<file path="src/rtl/trace_dispatcher.sv">
// Pulls trace entries from the repository, issues each address downstream, and
// marks addresses done in the repository, oldest first, as operations complete.
module trace_dispatcher #(
  parameter int DATA_ADDR_WIDTH = 16,
  parameter int INFLIGHT_DEPTH  = 4,
  parameter int RETRY_GAP       = 8,
  parameter int TRACE_WIDTH     = 32
) (
  input  logic                       clk,
  input  logic                       rst_n,
  input  logic                       enable,
  output logic                       trace_req,
  input  logic [TRACE_WIDTH-1:0]     trace_in,
  input  logic                       entry_valid,
  input  logic                       processing_complete,
  output logic [DATA_ADDR_WIDTH-1:0] addr_done,
  output logic                       mark_done,
  input  logic                       marked,
  input  logic                       marked_valid,
  output logic                       op_valid,
  output logic [DATA_ADDR_WIDTH-1:0] op_addr,
  input  logic                       op_ready,
  input  logic                       op_done,
  output logic                       idle,
  output logic [15:0]                retired_count,
  output logic                       protocol_error,
  output logic [1:0]                 dbg_req_state,
  output logic                       dbg_mark_state
);

  localparam int PTR_W = $clog2(INFLIGHT_DEPTH);
  localparam int CNT_W = PTR_W + 1;
  localparam int GAP_W = $clog2(RETRY_GAP + 1);

  typedef enum logic [1:0] {S_IDLE, S_REQ, S_ISSUE, S_WAIT} req_state_t;
  typedef enum logic {M_IDLE, M_MARK} mark_state_t;

  // Handshakes: op_valid/op_addr hold until op_ready is sampled high; mark_done/
  // addr_done hold until marked_valid is sampled high; trace_req/entry_valid
  // capture on the edge where both are high.
  req_state_t                 state_q, state_d;
  mark_state_t                mstate_q, mstate_d;
  logic [GAP_W-1:0]           gap_q, gap_d;
  logic [DATA_ADDR_WIDTH-1:0] op_addr_q, op_addr_d;
  logic [DATA_ADDR_WIDTH-1:0] addr_done_q, addr_done_d;
  logic                       trace_req_q, trace_req_d;
  logic                       op_valid_q, op_valid_d;
  logic                       mark_done_q, mark_done_d;
  logic                       idle_q, idle_d;
  logic                       err_q, err_d;
  logic [15:0]                retired_q, retired_d;
  logic [DATA_ADDR_WIDTH-1:0] mem_q [INFLIGHT_DEPTH];
  logic [DATA_ADDR_WIDTH-1:0] mem_d [INFLIGHT_DEPTH];
  logic [PTR_W-1:0]           head_q, head_d, tail_q, tail_d;
  logic [CNT_W-1:0]           count_q, count_d, done_cnt_q, done_cnt_d;
  logic                       push, pop, done_inc, full;
  logic                       unused_trace;

  // Only the low DATA_ADDR_WIDTH bits of a trace entry (mem_addr) are consumed.
  assign unused_trace = ^trace_in;
  assign full         = (count_q == CNT_W'(INFLIGHT_DEPTH));

  always_comb begin
    state_d   = state_q;
    op_addr_d = op_addr_q;
    gap_d     = gap_q;
    push      = 1'b0;
    case (state_q)
      S_IDLE: if (enable && !full) state_d = S_REQ;
      S_REQ: begin
        if (entry_valid) begin
          op_addr_d = trace_in[DATA_ADDR_WIDTH-1:0];
          state_d   = S_ISSUE;
        end else if (processing_complete) begin
          gap_d   = GAP_W'(RETRY_GAP);
          state_d = S_WAIT;
        end
      end
      S_ISSUE: begin
        if (op_ready) begin
          push    = 1'b1;
          state_d = S_IDLE;
        end
      end
      S_WAIT: begin
        gap_d = gap_q - GAP_W'(1);
        if (gap_q <= GAP_W'(1)) state_d = S_IDLE;
      end
      default: state_d = S_IDLE;
    endcase
    trace_req_d = (state_d == S_REQ);
    op_valid_d  = (state_d == S_ISSUE);
  end

  always_comb begin
    mstate_d    = mstate_q;
    addr_done_d = addr_done_q;
    err_d       = err_q;
    pop         = 1'b0;
    done_inc    = 1'b0;
    mem_d       = mem_q;
    head_d      = head_q;
    tail_d      = tail_q;
    count_d     = count_q;
    done_cnt_d  = done_cnt_q;
    retired_d   = retired_q;
    case (mstate_q)
      M_IDLE: begin
        if (done_cnt_q != '0) begin
          mstate_d    = M_MARK;
          addr_done_d = mem_q[head_q];
        end
      end
      M_MARK: begin
        if (marked_valid) begin
          pop      = 1'b1;
          mstate_d = M_IDLE;
          if (!marked) err_d = 1'b1;
        end
      end
      default: mstate_d = M_IDLE;
    endcase
    // A completion with every outstanding entry already done has nothing to retire.
    if (op_done) begin
      if (done_cnt_q == count_q) err_d = 1'b1;
      else done_inc = 1'b1;
    end
    if (push) begin
      mem_d[tail_q] = op_addr_q;
      tail_d        = tail_q + PTR_W'(1);
    end
    if (pop) begin
      head_d    = head_q + PTR_W'(1);
      retired_d = retired_q + 16'd1;
    end
    case ({push, pop})
      2'b10:   count_d = count_q + CNT_W'(1);
      2'b01:   count_d = count_q - CNT_W'(1);
      default: count_d = count_q;
    endcase
    case ({done_inc, pop})
      2'b10:   done_cnt_d = done_cnt_q + CNT_W'(1);
      2'b01:   done_cnt_d = done_cnt_q - CNT_W'(1);
      default: done_cnt_d = done_cnt_q;
    endcase
    mark_done_d = (mstate_d == M_MARK);
  end

  assign idle_d = ((state_d == S_IDLE) || (state_d == S_WAIT)) &&
                  (count_d == '0) && (mstate_d == M_IDLE);

  always_ff @(posedge clk) begin
    if (!rst_n) begin
      state_q     <= S_IDLE;
      mstate_q    <= M_IDLE;
      gap_q       <= '0;
      op_addr_q   <= '0;
      addr_done_q <= '0;
      trace_req_q <= 1'b0;
      op_valid_q  <= 1'b0;
      mark_done_q <= 1'b0;
      idle_q      <= 1'b1;
      err_q       <= 1'b0;
      retired_q   <= '0;
      head_q      <= '0;
      tail_q      <= '0;
      count_q     <= '0;
      done_cnt_q  <= '0;
      for (int i = 0; i < INFLIGHT_DEPTH; i++) mem_q[i] <= '0;
    end else begin
      state_q     <= state_d;
      mstate_q    <= mstate_d;
      gap_q       <= gap_d;
      op_addr_q   <= op_addr_d;
      addr_done_q <= addr_done_d;
      trace_req_q <= trace_req_d;
      op_valid_q  <= op_valid_d;
      mark_done_q <= mark_done_d;
      idle_q      <= idle_d;
      err_q       <= err_d;
      retired_q   <= retired_d;
      head_q      <= head_d;
      tail_q      <= tail_d;
      count_q     <= count_d;
      done_cnt_q  <= done_cnt_d;
      mem_q       <= mem_d;
    end
  end

  assign trace_req      = trace_req_q;
  assign op_valid       = op_valid_q;
  assign op_addr        = op_addr_q;
  assign mark_done      = mark_done_q;
  assign addr_done      = addr_done_q;
  assign idle           = idle_q;
  assign retired_count  = retired_q;
  assign protocol_error = err_q;
  assign dbg_req_state  = state_q;
  assign dbg_mark_state = mstate_q;

endmodule

</file>
<file path="config.mk">
export PLATFORM = sky130hd
export DESIGN_NAME = trace_dispatcher
export DESIGN_NICKNAME = d
export VERILOG_FILES = /design/src/rtl/trace_dispatcher.sv
export SDC_FILE = /design/constraint.sdc
export NUM_CORES = 1
export LEC_CHECK = 0
export CORE_ASPECT_RATIO = 1.1
export CORE_UTILIZATION = 50
export DETAILED_ROUTE_END_ITERATION = 16
export HOLD_SLACK_MARGIN = 0.02
export PLACE_DENSITY_LB_ADDON = 0.15
export SYNTH_ARGS = -nofsm -noshare
export SYNTH_HDL_FRONTEND = slang
export SYNTH_SLANG_ARGS = --single-unit
</file>
<file path="constraint.sdc">
create_clock -name clk -period 2.44 [get_ports clk]
set_input_delay 0.488 -clock clk [delete_from_list [all_inputs] [get_ports clk]]
set_output_delay 0.488 -clock clk [all_outputs]
set_load 0.01 [all_outputs]
</file>
==> run metrics <==
FF/Latch Area=2660 um^2; Worst setup endpoint=done_cnt_q[2]; max-slew headroom at the worst pin=65.4%; depth of the CTS H-tree=4; CTS tree=yes; clock-pin slew on the worst setup and hold paths=50 ps; total track usage=24.0%; crit path capture type=register; status=completed; die height=112 um; final non-filler cell total=892; FF-to-FF End=done_cnt_q[2]; setup TNS=0 ps; Final period util=90.7%; GRT Residual Overflow=0; Critical Path Source=done_cnt_q[1]; CP Data Arrival Time=2550 ps; CP max FO=5; top_reg_cell synth=dfxtp_1; Worst setup SP type=register; Final Util=67.4%; HP Start=addr_done[13]; Final Hold Vio Count=0; Horiz. Die Dim=102 um; Yosys top cell by area=dfxtp_1; initial antenna violation count=0; post-synthesis cell area=5520 um^2; Slew Limit Fails=0; Yosys top cell area share=48.2%; FF-to-FF setup slack=230 ps; Post-Synthesis Mean Instance Area=8.43 um^2; RSZ-0062 raised after global routing=no; Buffers on Ports=80; DR DRC count=0; Distinct cells, synth=44; layout cells sized above 1=9.88%; vias per cell=5.18; # IOs=97; Worst R2R Path Depth=9; antenna viol nets, final=0; YS warnings=0; routed len/inst=14.3 um; root buffer cell=clkbuf_16; Antenna Cells=0; row cnt=39; DR iter-0 viols=275; die area=11,500 um^2; Routed Wire Length=12.7 mm; Peak VDD IR=453 uV; RR Startpoint=done_cnt_q[1]; Slew @ Worst Pin=519 ps; Crit Path Class=register to register; flops & latches, synth=133; Cells after Synth=655; leakage power=2.43 nW; setup violators final=0; CTS-repair resized insts=0; worst-skew pair later-pin latency=410 ps; core area=10,500 um^2; fin crit period=2210 ps; Post-Syn Nets=709; First-pass DRT Iterations=4; CTS Sinks=133; GP Congestion=0.795; Hold Crit Depth=2; dominant cells by area after synthesis=dfxtp_1 (48%), nand2_1 (14%), a21oi_1 (9.9%); Pwr Density=793 nW/um^2; via count=4,625; vias in the first global route=4,376; pin count of the biggest net entering global routing=94; register area share after synthesis=48.2%; worst min path class=register to register; CP Data Required Time=2780 ps; hpwl dp=8.40 mm; maxcap violations=0; Worst Skew=7.68 ps; Post-synth EDFFs=0; WHS=454 ps; post-CTS setup buffer count=0; placed insts=860; FILL cells=903; first-pass GRT wire length=21.2 mm; multi-input logic area=2610 um^2; Starting Density=52.4%; fmax=452 MHz; synth-to-layout area growth=28.6%; Final #Nets=790; asr flop ratio synth=0%; clock buffer depth=2; # hold bufs at CTS=0; CTS buffer count=17
[area by class of cell]
| cell class | count | area share (%) |
|---|---|---|
| Clock buffer | 25 | 7.12 |
| Inverter | 19 | 1.02 |
| Sequential cell | 133 | 37.5 |
| Clock inverter | 7 | 1.32 |
| Timing Repair Buffer | 101 | 13.8 |
| Multi-Input combinational cell | 464 | 36.7 |
| Tap cell | 143 | 2.52 |
[worst min-delay path by stage]
stage	to	slack, ps
global placement	mem_q[40]	440
global route	mem_q[14]	470
CTS	mem_q[28]	450
detailed placement	mem_q[28]	440
floorplan	mem_q[16]	430
finish	addr_done[13]	450
[metrics by stage]
| step | instance area, um^2 | setup WS (ps) | power [mW] |
|---|---|---|---|
| after CTS | 7100 | 239 | 5.67 |
| after global placement | 6500 | -104 | 3.14 |
| after floorplan | 5520 | 265 | 2.88 |
| final | 7100 | 227 | 5.63 |
| after detailed placement | 6500 | -147 | 3.15 |
| after global routing | 7100 | 46.3 | 5.87 |
[cells in the final DEF (no fill, tap or decap), drive strengths merged, types with 2 or more instances in the layout]
master	synthesis	final
nand4	5	5
a21oi	109	109
and4	3	3
or3	7	7
clkinvlp	0	2
clkinv	0	4
buf	18	21
mux4	16	16
nor4	2	2
fa	2	2
nor2	31	31
nand3	5	5
bufinv	0	2
and3	2	2
and2	12	12
xor2	12	12
nand2	207	207
inv	19	18
ha	11	11
nor2b	3	3
clkdlybuf4s50	0	80
clkbuf	21	25
nor3	3	3
o21ai	10	10
dfxtp	133	133
a211oi	2	2
xnor2	9	9
[synthesized netlist by cell type (all sizes together) (5+ instances only)]
cell	instances
or3	7
clkbuf	21
nand4	5
a21oi	109
nand3	5
xnor2	9
buf	18
dfxtp	133
o21ai	10
mux4	16
ha	11
and2	12
xor2	12
inv	19
nand2	207
nor2	31
[sequential cells by signal, summed over array words and instances, names as in the netlist]
signal	count
addr_done	16
count_q	3
dbg_req_state	2
done_cnt_q	3
gap_q	4
head_q	2
idle	1
mark_done	1
mem_q	64
op_addr	16
op_valid	1
protocol_error	1
retired_count	16
tail_q	2
trace_req	1
[logic make-up (layout without fill, tap and decap cells)]
family / after synthesis / count (layout) / share of synthesized area, %
AND/OR/NAND/NOR: 286 / 286 / 22.0
flip-flops: 133 / 133 / 48.2
AO/OA/AOI/OAI: 128 / 128 / 12.1
buffers and inverters: 58 / 152 / 4.60
XOR/XNOR: 21 / 21 / 3.33
multiplexers: 16 / 16 / 6.53
adder cells (fa/ha/maj): 13 / 13 / 3.22
[report_power, final]
group | switching (mW) | total (mW) | internal (mW)
Clock | 0.881 | 2.52 | 1.64
Combinational | 0.412 | 0.766 | 0.353
Sequential | 0.0994 | 2.35 | 2.25
[layer usage]
metal | track usage (%) | vias up | wire, um
li1 | - | 2339 | -
met1 | 31.1 | 2137 | 5500
met2 | 38.7 | 134 | 6240
met3 | 6.10 | 15 | 812
met4 | 8.48 | 0 | 183
met5 | 0 | - | 0
[critical path: stages (launching register included)]
cell and delay [ps]:
dfxtp_1 360, xor2_1 180, nor3_1 250, nand2b_1 160, ha_1 160, inv_1 50, fa_1 370, xor2_1 160
or3_1 300, a21oi_1 140
Note: power is estimated with default switching activity, not from simulation.
